### config.mk
export PLATFORM = sky130hd
export DESIGN_NAME = axi4_lite_cmd_master
export DESIGN_NICKNAME = d
export VERILOG_FILES = /design/src/rtl/axi4_lite_pkg.sv /design/src/rtl/sat_counter.sv /design/src/rtl/axi4_lite_cmd_master.sv
export SDC_FILE = /design/constraint.sdc
export NUM_CORES = 1
export LEC_CHECK = 0
export BUFFER_PORTS_ARGS = -buffer_cell sky130_fd_sc_hd__buf_2
export CAP_MARGIN = 25
export CORE_AREA = 2 2 152 154
export CTS_BUF_LIST = sky130_fd_sc_hd__clkbuf_4
export DETAILED_ROUTE_END_ITERATION = 16
export DIE_AREA = 0 0 154 156
export PLACE_DENSITY_LB_ADDON = 0.1
export SLEW_MARGIN = 0
export SYNTH_ARGS = -nofsm -noshare
export SYNTH_HDL_FRONTEND = slang
export SYNTH_SLANG_ARGS = --single-unit
### constraint.sdc
create_clock -name clk_i -period 1.63 [get_ports clk_i]
set_clock_uncertainty 0.1 [all_clocks]
set_input_delay 0.2445 -clock clk_i [delete_from_list [all_inputs] [get_ports clk_i]]
set_output_delay 0.2445 -clock clk_i [all_outputs]
set_load 0.05 [all_outputs]
### src/rtl/axi4_lite_pkg.sv
// Shared types and constants for the AXI4-Lite command master.
// The struct widths below must match the top-level width parameters.
package axi4_lite_pkg;

    localparam int unsigned c_addr_width = 28;
    localparam int unsigned c_data_width = 64;
    localparam int unsigned c_strb_width = c_data_width / 8;

    // AXI response codes (BRESP / RRESP)
    localparam logic [1:0] OKAY   = 2'b00;
    localparam logic [1:0] EXOKAY = 2'b01;
    localparam logic [1:0] SLVERR = 2'b10;
    localparam logic [1:0] DECERR = 2'b11;

    typedef enum logic [2:0] {
        ST_IDLE,
        ST_WR_REQ,
        ST_WR_RESP,
        ST_RD_REQ,
        ST_RD_RESP,
        ST_RESP
    } state_e;

    // One captured command beat
    typedef struct packed {
        logic                    we;
        logic [c_addr_width-1:0] addr;
        logic [c_data_width-1:0] data;
        logic [c_strb_width-1:0] strb;
    } cmd_t;

    // One completion returned to the requester
    typedef struct packed {
        logic                    we;
        logic [c_data_width-1:0] data;
        logic [1:0]              code;
    } resp_t;

endpackage

### src/rtl/sat_counter.sv
// Saturating up-counter used as the transaction watchdog. o_reach pulses
// in the enabled cycle whose increment lands exactly on the terminal value.
module sat_counter #(
    parameter int unsigned       width_p    = 11,
    parameter logic [width_p-1:0] terminal_p = '1
) (
    input  logic clk_i,
    input  logic reset_n_i,
    input  logic i_clear,
    input  logic i_en,
    output logic o_reach
);

    logic [width_p-1:0] r_count;

    // Count enabled cycles, holding at the terminal value instead of wrapping.
    always_ff @(posedge clk_i) begin
        if (!reset_n_i) begin
            r_count <= '0;
        end else if (i_clear) begin
            r_count <= '0;
        end else if (i_en && (r_count != terminal_p)) begin
            r_count <= r_count + 1'b1;
        end
    end

    assign o_reach = i_en & ~i_clear & (r_count == (terminal_p - 1'b1));

endmodule

### src/rtl/axi4_lite_cmd_master.sv
// Single-outstanding AXI4-Lite master: one valid/ready command in, one AXI
// read or write out, one completion back on a valid/ready response stream.
// Every output is driven straight from a register.
module axi4_lite_cmd_master
    import axi4_lite_pkg::*;
#(
    parameter int unsigned addr_width_p     = c_addr_width,
    parameter int unsigned data_width_p     = c_data_width,
    parameter int unsigned timeout_cycles_p = 1024
) (
    input  logic                      clk_i,
    input  logic                      reset_n_i,
    // command stream
    input  logic                      cmd_v_i,
    output logic                      cmd_ready_o,
    input  logic                      cmd_we_i,
    input  logic [addr_width_p-1:0]   cmd_addr_i,
    input  logic [data_width_p-1:0]   cmd_data_i,
    input  logic [data_width_p/8-1:0] cmd_strb_i,
    // response stream
    output logic                      resp_v_o,
    input  logic                      resp_ready_i,
    output logic                      resp_we_o,
    output logic [data_width_p-1:0]   resp_data_o,
    output logic [1:0]                resp_code_o,
    output logic                      timeout_o,
    // AW channel
    output logic [addr_width_p-1:0]   awaddr_o,
    output logic [2:0]                awprot_o,
    output logic                      awvalid_o,
    input  logic                      awready_i,
    // W channel
    output logic [data_width_p-1:0]   wdata_o,
    output logic [data_width_p/8-1:0] wstrb_o,
    output logic                      wvalid_o,
    input  logic                      wready_i,
    // B channel
    input  logic [1:0]                bresp_i,
    input  logic                      bvalid_i,
    output logic                      bready_o,
    // AR channel
    output logic [addr_width_p-1:0]   araddr_o,
    output logic [2:0]                arprot_o,
    output logic                      arvalid_o,
    input  logic                      arready_i,
    // R channel
    input  logic [data_width_p-1:0]   rdata_i,
    input  logic [1:0]                rresp_i,
    input  logic                      rvalid_i,
    output logic                      rready_o
);

    localparam int unsigned cnt_width_lp = $clog2(timeout_cycles_p + 1);

    state_e r_state;
    cmd_t   r_cmd;
    resp_t  r_resp;
    logic   r_cmd_ready, r_resp_v, r_timeout;
    logic   r_awvalid, r_wvalid, r_bready, r_arvalid, r_rready;
    logic   r_aw_done, r_w_done;

    logic   w_accept, w_aw_fin, w_w_fin, w_cnt_en, w_wdog_hit;

    assign w_accept = cmd_v_i & r_cmd_ready;
    // A channel counts as done once its handshake has happened, now or earlier.
    assign w_aw_fin = r_aw_done | (r_awvalid & awready_i);
    assign w_w_fin  = r_w_done  | (r_wvalid  & wready_i);
    assign w_cnt_en = (r_state == ST_WR_REQ) || (r_state == ST_WR_RESP) ||
                      (r_state == ST_RD_REQ) || (r_state == ST_RD_RESP);

    sat_counter #(
        .width_p    (cnt_width_lp),
        .terminal_p (cnt_width_lp'(timeout_cycles_p))
    ) u_wdog (
        .clk_i     (clk_i),
        .reset_n_i (reset_n_i),
        .i_clear   (w_accept),
        .i_en      (w_cnt_en),
        .o_reach   (w_wdog_hit)
    );

    // Transaction FSM; all handshake and payload outputs are registered here.
    always_ff @(posedge clk_i) begin
        if (!reset_n_i) begin
            r_state     <= ST_IDLE;
            r_cmd       <= '0;
            r_resp      <= '0;
            r_cmd_ready <= 1'b0;
            r_resp_v    <= 1'b0;
            r_timeout   <= 1'b0;
            r_awvalid   <= 1'b0;
            r_wvalid    <= 1'b0;
            r_bready    <= 1'b0;
            r_arvalid   <= 1'b0;
            r_rready    <= 1'b0;
            r_aw_done   <= 1'b0;
            r_w_done    <= 1'b0;
        end else begin
            // Sticky: once the slave has stalled too long, stay flagged until reset.
            r_timeout <= r_timeout | w_wdog_hit;
            case (r_state)
                ST_IDLE: begin
                    // NOTE: with non-blocking assignments the last write in the
                    // block wins, so the accept branch overrides this default.
                    r_cmd_ready <= 1'b1;
                    if (w_accept) begin
                        r_cmd_ready <= 1'b0;
                        r_cmd       <= cmd_t'{we: cmd_we_i, addr: cmd_addr_i,
                                              data: cmd_data_i, strb: cmd_strb_i};
                        r_aw_done   <= 1'b0;
                        r_w_done    <= 1'b0;
                        if (cmd_we_i) begin
                            r_awvalid <= 1'b1;
                            r_wvalid  <= 1'b1;
                            r_state   <= ST_WR_REQ;
                        end else begin
                            r_arvalid <= 1'b1;
                            r_state   <= ST_RD_REQ;
                        end
                    end
                end
                ST_WR_REQ: begin
                    r_aw_done <= w_aw_fin;
                    r_w_done  <= w_w_fin;
                    if (w_aw_fin) r_awvalid <= 1'b0;
                    if (w_w_fin)  r_wvalid  <= 1'b0;
                    if (w_aw_fin && w_w_fin) begin
                        r_bready <= 1'b1;
                        r_state  <= ST_WR_RESP;
                    end
                end
                ST_WR_RESP: begin
                    if (bvalid_i) begin
                        r_bready <= 1'b0;
                        r_resp   <= resp_t'{we: 1'b1, data: '0, code: bresp_i};
                        r_resp_v <= 1'b1;
                        r_state  <= ST_RESP;
                    end
                end
                ST_RD_REQ: begin
                    if (arready_i) begin
                        r_arvalid <= 1'b0;
                        r_rready  <= 1'b1;
                        r_state   <= ST_RD_RESP;
                    end
                end
                ST_RD_RESP: begin
                    if (rvalid_i) begin
                        r_rready <= 1'b0;
                        r_resp   <= resp_t'{we: 1'b0, data: rdata_i, code: rresp_i};
                        r_resp_v <= 1'b1;
                        r_state  <= ST_RESP;
                    end
                end
                ST_RESP: begin
                    if (resp_ready_i) begin
                        r_resp_v    <= 1'b0;
                        r_cmd_ready <= 1'b1;
                        r_state     <= ST_IDLE;
                    end
                end
                default: r_state <= ST_IDLE;
            endcase
        end
    end

    assign cmd_ready_o = r_cmd_ready;
    assign resp_v_o    = r_resp_v;
    assign resp_we_o   = r_resp.we;
    assign resp_data_o = r_resp.data;
    assign resp_code_o = r_resp.code;
    assign timeout_o   = r_timeout;

    assign awaddr_o  = r_cmd.addr;
    assign awprot_o  = 3'b000;
    assign awvalid_o = r_awvalid;
    assign wdata_o   = r_cmd.data;
    assign wstrb_o   = r_cmd.strb;
    assign wvalid_o  = r_wvalid;
    assign bready_o  = r_bready;
    assign araddr_o  = r_cmd.addr;
    assign arprot_o  = 3'b000;
    assign arvalid_o = r_arvalid;
    assign rready_o  = r_rready;

endmodule

* After elaboration in Yosys (flattened, before gate mapping)
Index checks and enable logic that the tools add are counted.
** Word-level totals
- Register bits after elaboration :: 191
- Input bits :: 178
- Word-level logic and storage cells :: 108
** Operators by class
- Add/subtract/negate cells :: 1
- Equality and inequality tests :: 17
- Mux-type cells :: 37
- Bitwise operators :: 10
- Reduce and logical (&&, ||, !) cells :: 25
** Operators with widths (count)
- $mux W67 :: 2
- $pmux W67 S2 :: 1
- $mux W3 :: 6
- $pmux W3 S6 :: 1
- $mux W1 :: 17
- $ne A2 B2 Y1 const B :: 8
- $pmux W1 S2 :: 8
- $reduce_and A4 Y1 :: 4
- $reduce_bool A2 Y1 :: 6
- $add A11 B1 Y11 const B :: 1
- $eq A11 B10 Y1 const B :: 1
- $ne A11 B11 Y1 const B :: 1
- $reduce_and A3 Y1 :: 3
- $eq A3 B2 Y1 const B :: 2
- $eq A3 B3 Y1 const B :: 2
- $reduce_and A2 Y1 :: 3
- $reduce_and A6 Y1 :: 1
- $and A1 B1 Y1 :: 5
- $ne A2 B1 Y1 const B :: 2
- $eq A3 B1 Y1 const B :: 1
- $logic_not A3 Y1 :: 1
- $logic_or A1 B1 Y1 :: 3
- $or A1 B1 Y1 :: 3
- $pmux W1 S3 :: 1
- other kinds (5) :: 7

* Logic depth before layout (Yosys ltp)
Gate-level depths: netlist (run 1).
- Depth in word-level cells :: 7
- Depth in mapped cells :: 8

* Modules after synthesis
Synthesis (run 1) repeated with hierarchy kept, for this count alone.
** Second synthesis, totals
- Cell total of the unflattened synthesis :: 848
- Area, all modules :: 7636.1 sq um
** Modules (own cells, without submodules)
- axi4_lite_cmd_master :: times used 1, cells an instance 778, area each 7014.2 sq um, seq. area each 3603.5 sq um
- sat_counter :: times used 1, cells an instance 70, area each 621.8 sq um, seq. area each 220.2 sq um

* Worst setup path after synthesis (run 1)
OpenSTA, ideal clock, no wires.
- Path type :: flip-flop to flip-flop
- Start point :: reg r_cmd_ready (netlist: cmd_ready_o)
- End point :: reg r_cmd, in the netlist araddr_o[0]
- Library setup time :: 0.132 ns
- Data arrival time :: 1.565 ns
- Data required time :: 1.398 ns
- Slack :: -0.168 ns
- Stages on the path, launching flop included :: 7
- Path buffers :: 2
- Period minus slack after synthesis :: 1.798 ns
- Cells stage by stage :: dfxtp_1 nand2_1 or2_1 buf_6 buf_6 nand2_1 a21oi_1
** On the way
- Cells in the longest elaborated chain, start to end :: 2
** RTL lines
- from (decl) :: line axi4_lite_cmd_master.sv:58 : logic r_cmd_ready, r_resp_v, r_timeout;
- from (signal assigned) :: line axi4_lite_cmd_master.sv:88 : r_cmd_ready <= 1'b0;
- from (signal assigned) :: line axi4_lite_cmd_master.sv:105 : r_cmd_ready <= 1'b1;
- from (signal assigned) :: line axi4_lite_cmd_master.sv:107 : r_cmd_ready <= 1'b0;
- $and A1 B1 Y1 :: line axi4_lite_cmd_master.sv:64 : assign w_accept = cmd_v_i & r_cmd_ready;
- $reduce_and A2 Y1 (no source line)
- to (signal assigned) :: line axi4_lite_cmd_master.sv:108 : r_cmd <= cmd_t'{we: cmd_we_i, addr: cmd_addr_i,
- to (decl) :: line axi4_lite_cmd_master.sv:56 : cmd_t r_cmd;
No other way between the ends.
A chain may end at the register's enable or synchronous reset.

* Worst setup path in the final report (run 1)
- Start point :: reg r_state[2]
- End point :: reg r_cmd, in the netlist wdata_o[41]
** On the way
- Cells in the longest elaborated chain, start to end :: 2
** RTL lines
- from (decl) :: line axi4_lite_cmd_master.sv:55 : state_e r_state;
- from (signal assigned) :: line axi4_lite_cmd_master.sv:85 : r_state <= ST_IDLE;
- from (signal assigned) :: line axi4_lite_cmd_master.sv:115 : r_state <= ST_WR_REQ;
- from (signal assigned) :: line axi4_lite_cmd_master.sv:118 : r_state <= ST_RD_REQ;
- $logic_not A3 Y1 :: line axi4_lite_cmd_master.sv:101 : case (r_state)
- $reduce_and A2 Y1 (no source line)
No other way between the ends.

==> results of run 1 <==
-- critical path, cell delays in order, from the launching register on --
cell and delay, ns:
dfxtp_2 0.36, or3_4 0.42, or2_4 0.28, buf_12 0.19, nand2_1 0.10, a21oi_1 0.07
-- flip-flops by register name, summed over array words and instances, names as in the netlist, 2 cells and up --
| name | flops |
|---|---|
| araddr_o | 28 |
| r_state | 3 |
| resp_code_o | 2 |
| resp_data_o | 64 |
| u_wdog.r_count | 11 |
| wdata_o | 64 |
| wstrb_o | 8 |
-- power breakdown --
part / internal [uW] / switching, uW
sequential: 5220 / 339
clock: 656 / 1810
combinational: 2530 / 4210
total: 8400 / 6350
-- logic make-up (layout without fill, tap and decap cells) --
| logic type | Yosys count | after routing | synth area share [%] |
|---|---|---|---|
| mux | 5 | 5 | 0.686 |
| fa+ha+maj | 2 | 2 | 0.343 |
| other cells | 1 | 7 | 0.0514 |
| buf+inv | 104 | 652 | 9.39 |
| xor+xnor | 5 | 5 | 0.600 |
| compound gates | 210 | 210 | 17.6 |
| flops | 191 | 191 | 52.4 |
| simple gates | 337 | 337 | 18.9 |
-- Yosys cell counts (4+ instances only) --
cell type	count	area share, %
a21oi_1	115	7.9
a22oi_1	64	6.6
and2_1	4	0.34
and3_1	4	0.34
buf_2	8	0.55
buf_4	40	4.1
buf_6	18	2.8
clkbuf_1	29	1.5
dfxtp_1	191	52
inv_1	6	0.31
mux2i_1	5	0.69
nand2_1	216	11
nand3_1	6	0.41
nand4_1	7	0.60
nor2_1	80	4.1
o21ai_0	9	0.62
xor2_1	5	0.60
-- per-layer routing --
layer / vias up / track usage [%] / share of wire, %
li1: 3925 / - / -
met5: - / 0 / 0
met2: 275 / 34.6 / 51
met1: 3681 / 23.1 / 41
met4: 0 / 7.65 / 2.9
met3: 52 / 4.67 / 5.8
-- worst paths after layout --
path | start | to | slack (ns) | cells past startpoint
setup / recovery | r_state[2] | wdata_o[41] | -0.03 | 5
hold / removal | cmd_v_i | r_w_done | 0.07 | 4
setup reg to reg | r_state[2] | wdata_o[41] | -0.03 | 5
hold reg to reg | wdata_o[59] | wdata_o[59] | 0.36 | 2
-- area by class of cell --
cell class                      instances  area share (%)
Tap cell                              285            2.86
Multi-Input combinational cell        565            25.4
Timing Repair Buffer                  614            38.6
Clock buffer                           17            1.02
Sequential cell                       191            30.8
Antenna cell                            1          0.0201
Clock inverter                         15            1.06
Inverter                                6           0.201
-- repair_timing --
action | CTS | global route
hold endpoints to repair | 180 | 0
pin swaps | 4 | 11
buffers inserted | 6 | 6
cloned | 1 | 7
hold buffers | 175 | 0
endpoints found under the setup margin | 221 | 198
gates resized for setup | 83 | 208
-- per-stage QoR --
| step | total power (uW) | setup WS [ns] | std cells | util [%] |
|---|---|---|---|---|
| 6_report | 14800 | -0.0253 | 1694 | 55.8 |
| 5_1_grt | 15500 | -0.0783 | 1694 | 55.8 |
| 4_1_cts | 14200 | -0.0579 | 1680 | 52.2 |
| 3_5_place_dp | 11000 | -0.0607 | 1466 | 41.9 |
| 3_3_place_gp | 11000 | -0.0551 | 1466 | 41.9 |
| 2_1_floorplan | 9650 | -0.0759 | 860 | - |
==> flow_summary.yaml, run 1 <==
finish:
  ff_latch_area_mm2: 0.00385
  final_common_cell: "buf_2"
  area_growth_pct: 70.9
  multi_input_area_mm2: 0.00317
  drive_gt1_share_pct: 40.2
  fill_cells: 2032
  final_cell_mix: "buf_2 (225), nand2_1 (210), dlygate4sd3_1 (175)"
  nNetsFinal: 1575
  final_cell_area_mm2: 0.0125
clock_network:
  clk_latency_ns: 0.57
  clk_transition_reported_paths_ns: 0.16
  clock_sinks: 191
  numCtsBuffers: 17
  cts_tree: "yes"
  clock_path_buffers: 2
  cts-root-buf: "clkbuf_4"
  htreeDepth: 4
detailed_routing:
  vias: 7933
  wire_per_inst_um: 16.0
  viasPerCell: 4.68
  antenna_left: 0
  routed_wl_mm: 27.1
  drc: 0
  drt-initial-drc-count: 344
  first_pass_iters: 4
setup_path:
  worstSetupPathType: "flop to flop"
  required_ns: 1.99
  end_kind: "flop"
  worstSetupStartpointType: "flop"
  path_max_fanout: 49
  worst-endpoint-arrival_ns: 2.02
sta:
  slew_viol_final: 0
  final.setup.worst_slack_ns: -0.0253
  rsz0062_at_grt: "yes"
  fmax_mhz: 604
  fin_hold_ws_ns: 0.0672
  final.setup.tns_ns: -0.0705
  setup_viol: 12
  min_period_over_period_pct: 102
  final.min_clock_period_ns: 1.66
  hold_viol_final: 0
place:
  placed_cell_area_mm2: 0.00938
  port_buffers: 380
  gp_congestion: 0.764
  place_hpwl_mm: 16.7
power:
  p_leak_uw: 0.00542
  p_per_area_mw_per_mm2: 1180
  ir_worst_vdd_mv: 0.473
global_route:
  grt_max_degree: 65
  grt_pass1_wl_mm: 37.9
  grt-ovfl-total: 0
  grtUsageTotal_pct: 19.6
  antenna_found_initial: 1
  grt_pass1_vias: 7295
floorplanning:
  die_area_mm2: 0.0240
  num_rows: 55
  initial_utilization_pct: 32.6
  die_width_um: 154
  core_area_mm2: 0.0224
  ios: 387
  die_y_um: 156
run:
  maxCapViolCount: 0
yosys:
  synth_edf_count: 0
  synthDistinctLibCells: 45
  yosysSeqAreaShare_pct: 52.4
  syn-cell-area_mm2: 0.00730
  synth_seq_cells: 191
  yosysWarnings: 0
  async_flop_share_pct: 0
  postSynthAreaPerCell_um2: 8.54
  netlist_instances: 855
  synth_flop_cell: "dfxtp_1"
status:
  outcome: "finished, violations left"
  violations: "negative setup slack"
worst_hold_path:
  hold_path.class: "input pin to flop"
No activity file was read; power rests on OpenSTA's default activity.
==> inputs of run 2 (changes only) <==
CORE_AREA = 2 2 150 152   (was 2 2 152 154)
DIE_AREA = 0 0 152 154   (was 0 0 154 156)
REMOVE_ABC_BUFFERS = 1   (was not set)
clock period = 1.7 ns   (was 1.63 ns; I/O delays follow)
==> run 2 against run 1 <==
Net effect: critical path type unchanged; final area fell by 7.1%; global-route usage is 0.84 points higher; clock-buffer cell count up 1; sequential share of layout area up 2.2 points; critical path depth unchanged; largest cell class unchanged; power decreased by 9.2%; clock power about the same; core utilization down 2.3 points; via count shrank 2.4%; the run now ends clean; worst hold slack better by 0.023 ns.
==> flow_summary.yaml, run 2 (synthesis results as in run 1) <==
status:
  outcome: "completed"
run:
  maxCapViolCount: 0
setup_path:
  required_ns: 2.09
  end_kind: "flop"
  path_common_cell: "and2_1"
  worstSetupPathType: "flop to flop"
  critPathLaunch: "r_state[2]"
  worst-endpoint-arrival_ns: 2.03
  cpMaxStageDelayCell: "or3_4"
  r2r_start: "r_state[2]"
  path_max_fanout: 5
  path_buf_inv: 1
  worstSetupStartpointType: "flop"
  slowest_delay_ns: 0.41
  r2r_slack_ns: 0.06
  crit_chain: "or3_4, buf_4, and2_1, a41o_1, and2_1"
  crit_family: "simple AND/OR/NAND/NOR gates"
power:
  ir_worst_vdd_mv: 0.532
  p_per_area_mw_per_mm2: 1160
  p_leak_uw: 0.00528
clock_network:
  htreeDepth: 4
  cts_tree: "yes"
  clk_transition_reported_paths_ns: 0.17
  clk_latency_ns: 0.57
  cts-root-buf: "clkbuf_4"
  numCtsBuffers: 17
  clock_sinks: 191
  clock_path_buffers: 2
global_route:
  antenna_found_initial: 1
  grt_pass1_wl_mm: 39.3
  grt-ovfl-total: 0
  grt_pass1_vias: 7704
  grt_max_degree: 74
  grtUsageTotal_pct: 20.5
sta:
  min_period_over_period_pct: 96.5
  slew_viol_final: 0
  hold_viol_final: 0
  fmax_mhz: 610
  final.setup.tns_ns: 0
  setup_viol: 0
  final.min_clock_period_ns: 1.64
detailed_routing:
  drc: 0
  viasPerCell: 4.63
  routed_wl_mm: 25.1
  vias: 7743
  first_pass_iters: 5
  drt-initial-drc-count: 438
  antenna_left: 0
  wire_per_inst_um: 15.0
finish:
  final_cell_mix: "buf_2 (351), nand2_1 (215), dfxtp_1 (187)"
  final_cell_area_mm2: 0.0116
  final_core_util_pct: 53.4
  nNetsFinal: 1558
  final_common_cell: "buf_2"
  fill_cells: 2056
  drive_gt1_share_pct: 34.0
  area_growth_pct: 58.8
floorplanning:
  die_width_um: 152
  die_area_mm2: 0.0234
  ios: 387
  die_y_um: 154
  initial_utilization_pct: 33.7
  core_area_mm2: 0.0217
  num_rows: 54
place:
  port_buffers: 380
  gp_congestion: 0.806
  placed_cell_area_mm2: 0.00935
  place_hpwl_mm: 16.8
worst_hold_path:
  hold_path.class: "input pin to flop"
  holdCritStartpoint: "cmd_v_i"
==> run 2: cell count changes in the layout (fill, tap and decap cells not counted), sizes merged <==
cell / before / now
diode: 1 / 2
clkbuf: 85 / 40
clkinv: 11 / 6
inv: 10 / 14
dlygate4sd3: 175 / 177
buf: 371 / 398
==> run 2: path summary, 6_finish.rpt <==
path	endpoint	depth (start not counted)
hold reg to reg	wdata_o[35]	2
setup / recovery	timeout_o	5
setup reg to reg	timeout_o	5
hold / removal	r_w_done	4
==> run 2: timing repair <==
item                                    CTS  global route
endpoints found under the hold margin   180             0
pin swaps                                 0             4
hold buffers                            177             0
endpoints found under the setup margin    7           137
setup buffers                             0             2
resized for setup                         6            46
cloned                                    0             1
==> run 2: cell type report <==
class | count | area (um2) | area share [%]
multi-input cells | 565 | 2860 | 24.7
repair buffers | 597 | 4230 | 36.5
flip-flops and latches | 191 | 3830 | 33.1
clock buffers | 18 | 135 | 1.17
inverters | 6 | 25.0 | 0.216
well taps | 280 | 350 | 3.02
clock inverters | 14 | 149 | 1.29
diodes | 2 | 5.00 | 0.0432
==> run 2: where the power goes <==
group	switching (uW)	total, uW	internal [uW]	leakage [uW]
Sequential	283	5270	4990	0.00155
Clock	1790	2480	688	0.000156
Combinational	3790	5640	1850	0.00357
==> run 2: through the flow <==
stage / total power, uW / setup WS, ns / hold WS (ns) / instances
floorplan: 8740 / -1.79 / 0.272 / 762
global placement: 10500 / 0.0651 / 0.339 / 1459
detailed placement: 10500 / 0.0476 / 0.342 / 1459
CTS: 13400 / -0.0294 / 0.0252 / 1668
global route: 14100 / -0.00943 / 0.0846 / 1673
finish: 13400 / 0.0600 / 0.0898 / 1673
==> run 2: metal layers <==
layer	global-route usage, %	share of wire (%)	vias to the layer above
met5	0	0	-
li1	-	-	3884
met4	6.68	2.2	0
met3	5.52	5.8	39
met1	23.1	41	3552
met2	37.5	51	268
==> run 2: worst min-delay path: stages <==
cell,delay (ns)
buf_2,0.15
a21oi_1,0.08
o31ai_1,0.19
a21oi_1,0.06
==> inputs of run 3 (changes only) <==
BUFFER_PORTS_ARGS = -buffer_cell sky130_fd_sc_hd__buf_4   (was -buffer_cell sky130_fd_sc_hd__buf_2)
==> run 3 against run 2 <==
Net effect: clock-buffer cell count decreased by 1; non-clock buffer count decreased by 5; via count increased by 0.41%; critical path depth increased by 1; first-iteration DRC count increased by 0.46%.
==> flow_summary.yaml, run 3 (synthesis results as in run 1) <==
setup_path:
  end_kind: "flop"
  crit_chain: "buf_6, buf_4, nor4b_1, a31oi_2, o211a_1, mux2i_1"
  required_ns: 2.08
  crit_family: "simple AND/OR/NAND/NOR gates"
  cpMaxStageDelayCell: "nor4b_1"
  slowest_delay_ns: 0.38
  r2r-end: "r_state[1]"
  worstSetupPathType: "flop to flop"
  r2r_start: "r_state[0]"
  r2r_slack_ns: 0.06
  worst-endpoint-arrival_ns: 2.01
  ff2ff_path_depth: 6
  worstSetupStartpointType: "flop"
  path_max_fanout: 17
  path_buf_inv: 2
detailed_routing:
  wire_per_inst_um: 15.5
  viasPerCell: 4.67
  routed_wl_mm: 25.8
  vias: 7775
  drt-initial-drc-count: 440
  first_pass_iters: 4
  drc: 0
  antenna_left: 0
floorplanning:
  die_width_um: 152
  die_area_mm2: 0.0234
  num_rows: 54
  ios: 387
  die_y_um: 154
  initial_utilization_pct: 33.7
  core_area_mm2: 0.0217
finish:
  multi_input_area_mm2: 0.00288
  final_common_cell: "buf_4"
  area_growth_pct: 70.3
  nNetsFinal: 1553
  fill_cells: 1944
  final_cell_area_mm2: 0.0124
  ff_latch_area_mm2: 0.00383
  final_core_util_pct: 57.3
  final_cell_mix: "buf_4 (396), nand2_1 (216), dfxtp_1 (185)"
  drive_gt1_share_pct: 33.8
sta:
  fmax_mhz: 611
  rsz0062_at_grt: "yes"
  hold_viol_final: 0
  min_period_over_period_pct: 96.3
  setup_viol: 0
  final.min_clock_period_ns: 1.64
  final.setup.tns_ns: 0
  slew_viol_final: 0
place:
  port_buffers: 380
  place_hpwl_mm: 17.3
  gp_congestion: 0.762
  placed_cell_area_mm2: 0.0103
global_route:
  grtUsageTotal_pct: 20.9
  grt_pass1_vias: 7697
  antenna_found_initial: 1
  grt_max_degree: 65
  grt_pass1_wl_mm: 39.8
  grt-ovfl-total: 0
status:
  outcome: "completed"
clock_network:
  post_cts_buffers: 0
  clock_path_buffers: 2
  htreeDepth: 4
  clk_latency_ns: 0.56
  cts-root-buf: "clkbuf_4"
  numCtsBuffers: 17
  clock_sinks: 191
  clk_transition_reported_paths_ns: 0.18
  cts_tree: "yes"
power:
  p_per_area_mw_per_mm2: 1100
  p_leak_uw: 0.00539
  ir_worst_vdd_mv: 0.611
worst_hold_path:
  min_to: "resp_data_o[37]"
  holdCritStartpoint: "rdata_i[37]"
  hold_path.class: "input pin to flop"
  hold_depth: 4
run:
  maxCapViolCount: 0
==> run 3: per-stage QoR <==
| stage | instances | setup slack, ns | hold WS [ns] | total power, uW |
|---|---|---|---|---|
| floorplan | 762 | -1.79 | 0.272 | 8740 |
| global placement | 1455 | 0.0758 | 0.342 | 10900 |
| detailed placement | 1455 | 0.0653 | 0.347 | 10900 |
| CTS | 1664 | 0.0283 | 0.267 | 13700 |
| global route | 1666 | -0.0309 | 0.280 | 14400 |
| finish | 1666 | 0.0636 | 0.345 | 13600 |
==> run 3: timing repair <==
action                                  in CTS  in global routing
hold endpoints to repair                   180                  0
endpoints found under the setup margin       1                 91
gates cloned                                 0                  1
hold buffers                               178                  0
resized for setup                            1                 23
pin swaps                                    0                  2
==> run 3: worst register-to-register path, cell delays in order, from the launching register on <==
cell and delay, ns:
dfxtp_1 0.35, buf_6 0.16, buf_4 0.17, nor4b_1 0.38
a31oi_2 0.09, o211a_1 0.19, mux2i_1 0.13
==> run 3: layout make-up <==
cell class	count	area share [%]
sequential	191	30.8
multi-input combinational	565	23.2
clock inverter	14	0.996
timing repair buffer	592	41.0
clock buffer	17	1.03
tap	280	2.82
antenna	1	0.0201
inverter	6	0.201
==> run 3: worst max-delay path by stage <==
stage | slack (ns) | startpoint | depth (start not counted) | endpoint
detailed placement | 0.07 | r_state[0] | 6 | r_state[2]
global placement | 0.08 | r_state[0] | 5 | u_wdog.r_count[2]
global route | -0.03 | u_wdog.r_count[0] | 6 | u_wdog.r_count[2]
CTS | 0.03 | r_state[0] | 6 | r_state[2]
finish | 0.06 | r_state[0] | 6 | r_state[1]
floorplan | -1.79 | r_state[0] | 4 | awvalid_o
==> run 3: power breakdown <==
| group | switching [uW] | total (uW) | internal [uW] |
|---|---|---|---|
| clock network | 1710 | 2340 | 625 |
| registers | 310 | 5300 | 4990 |
| logic | 3810 | 6010 | 2200 |
| total | 5830 | 13600 | 7810 |
==> run 3: routing by layer <==
layer | global-route usage, % | wire length (um) | vias up
li1 | - | - | 3865
met1 | 23.7 | 10300 | 3598
met2 | 37.5 | 13300 | 277
met3 | 5.92 | 1670 | 35
met4 | 7.17 | 542 | 0
met5 | 0 | 0 | -
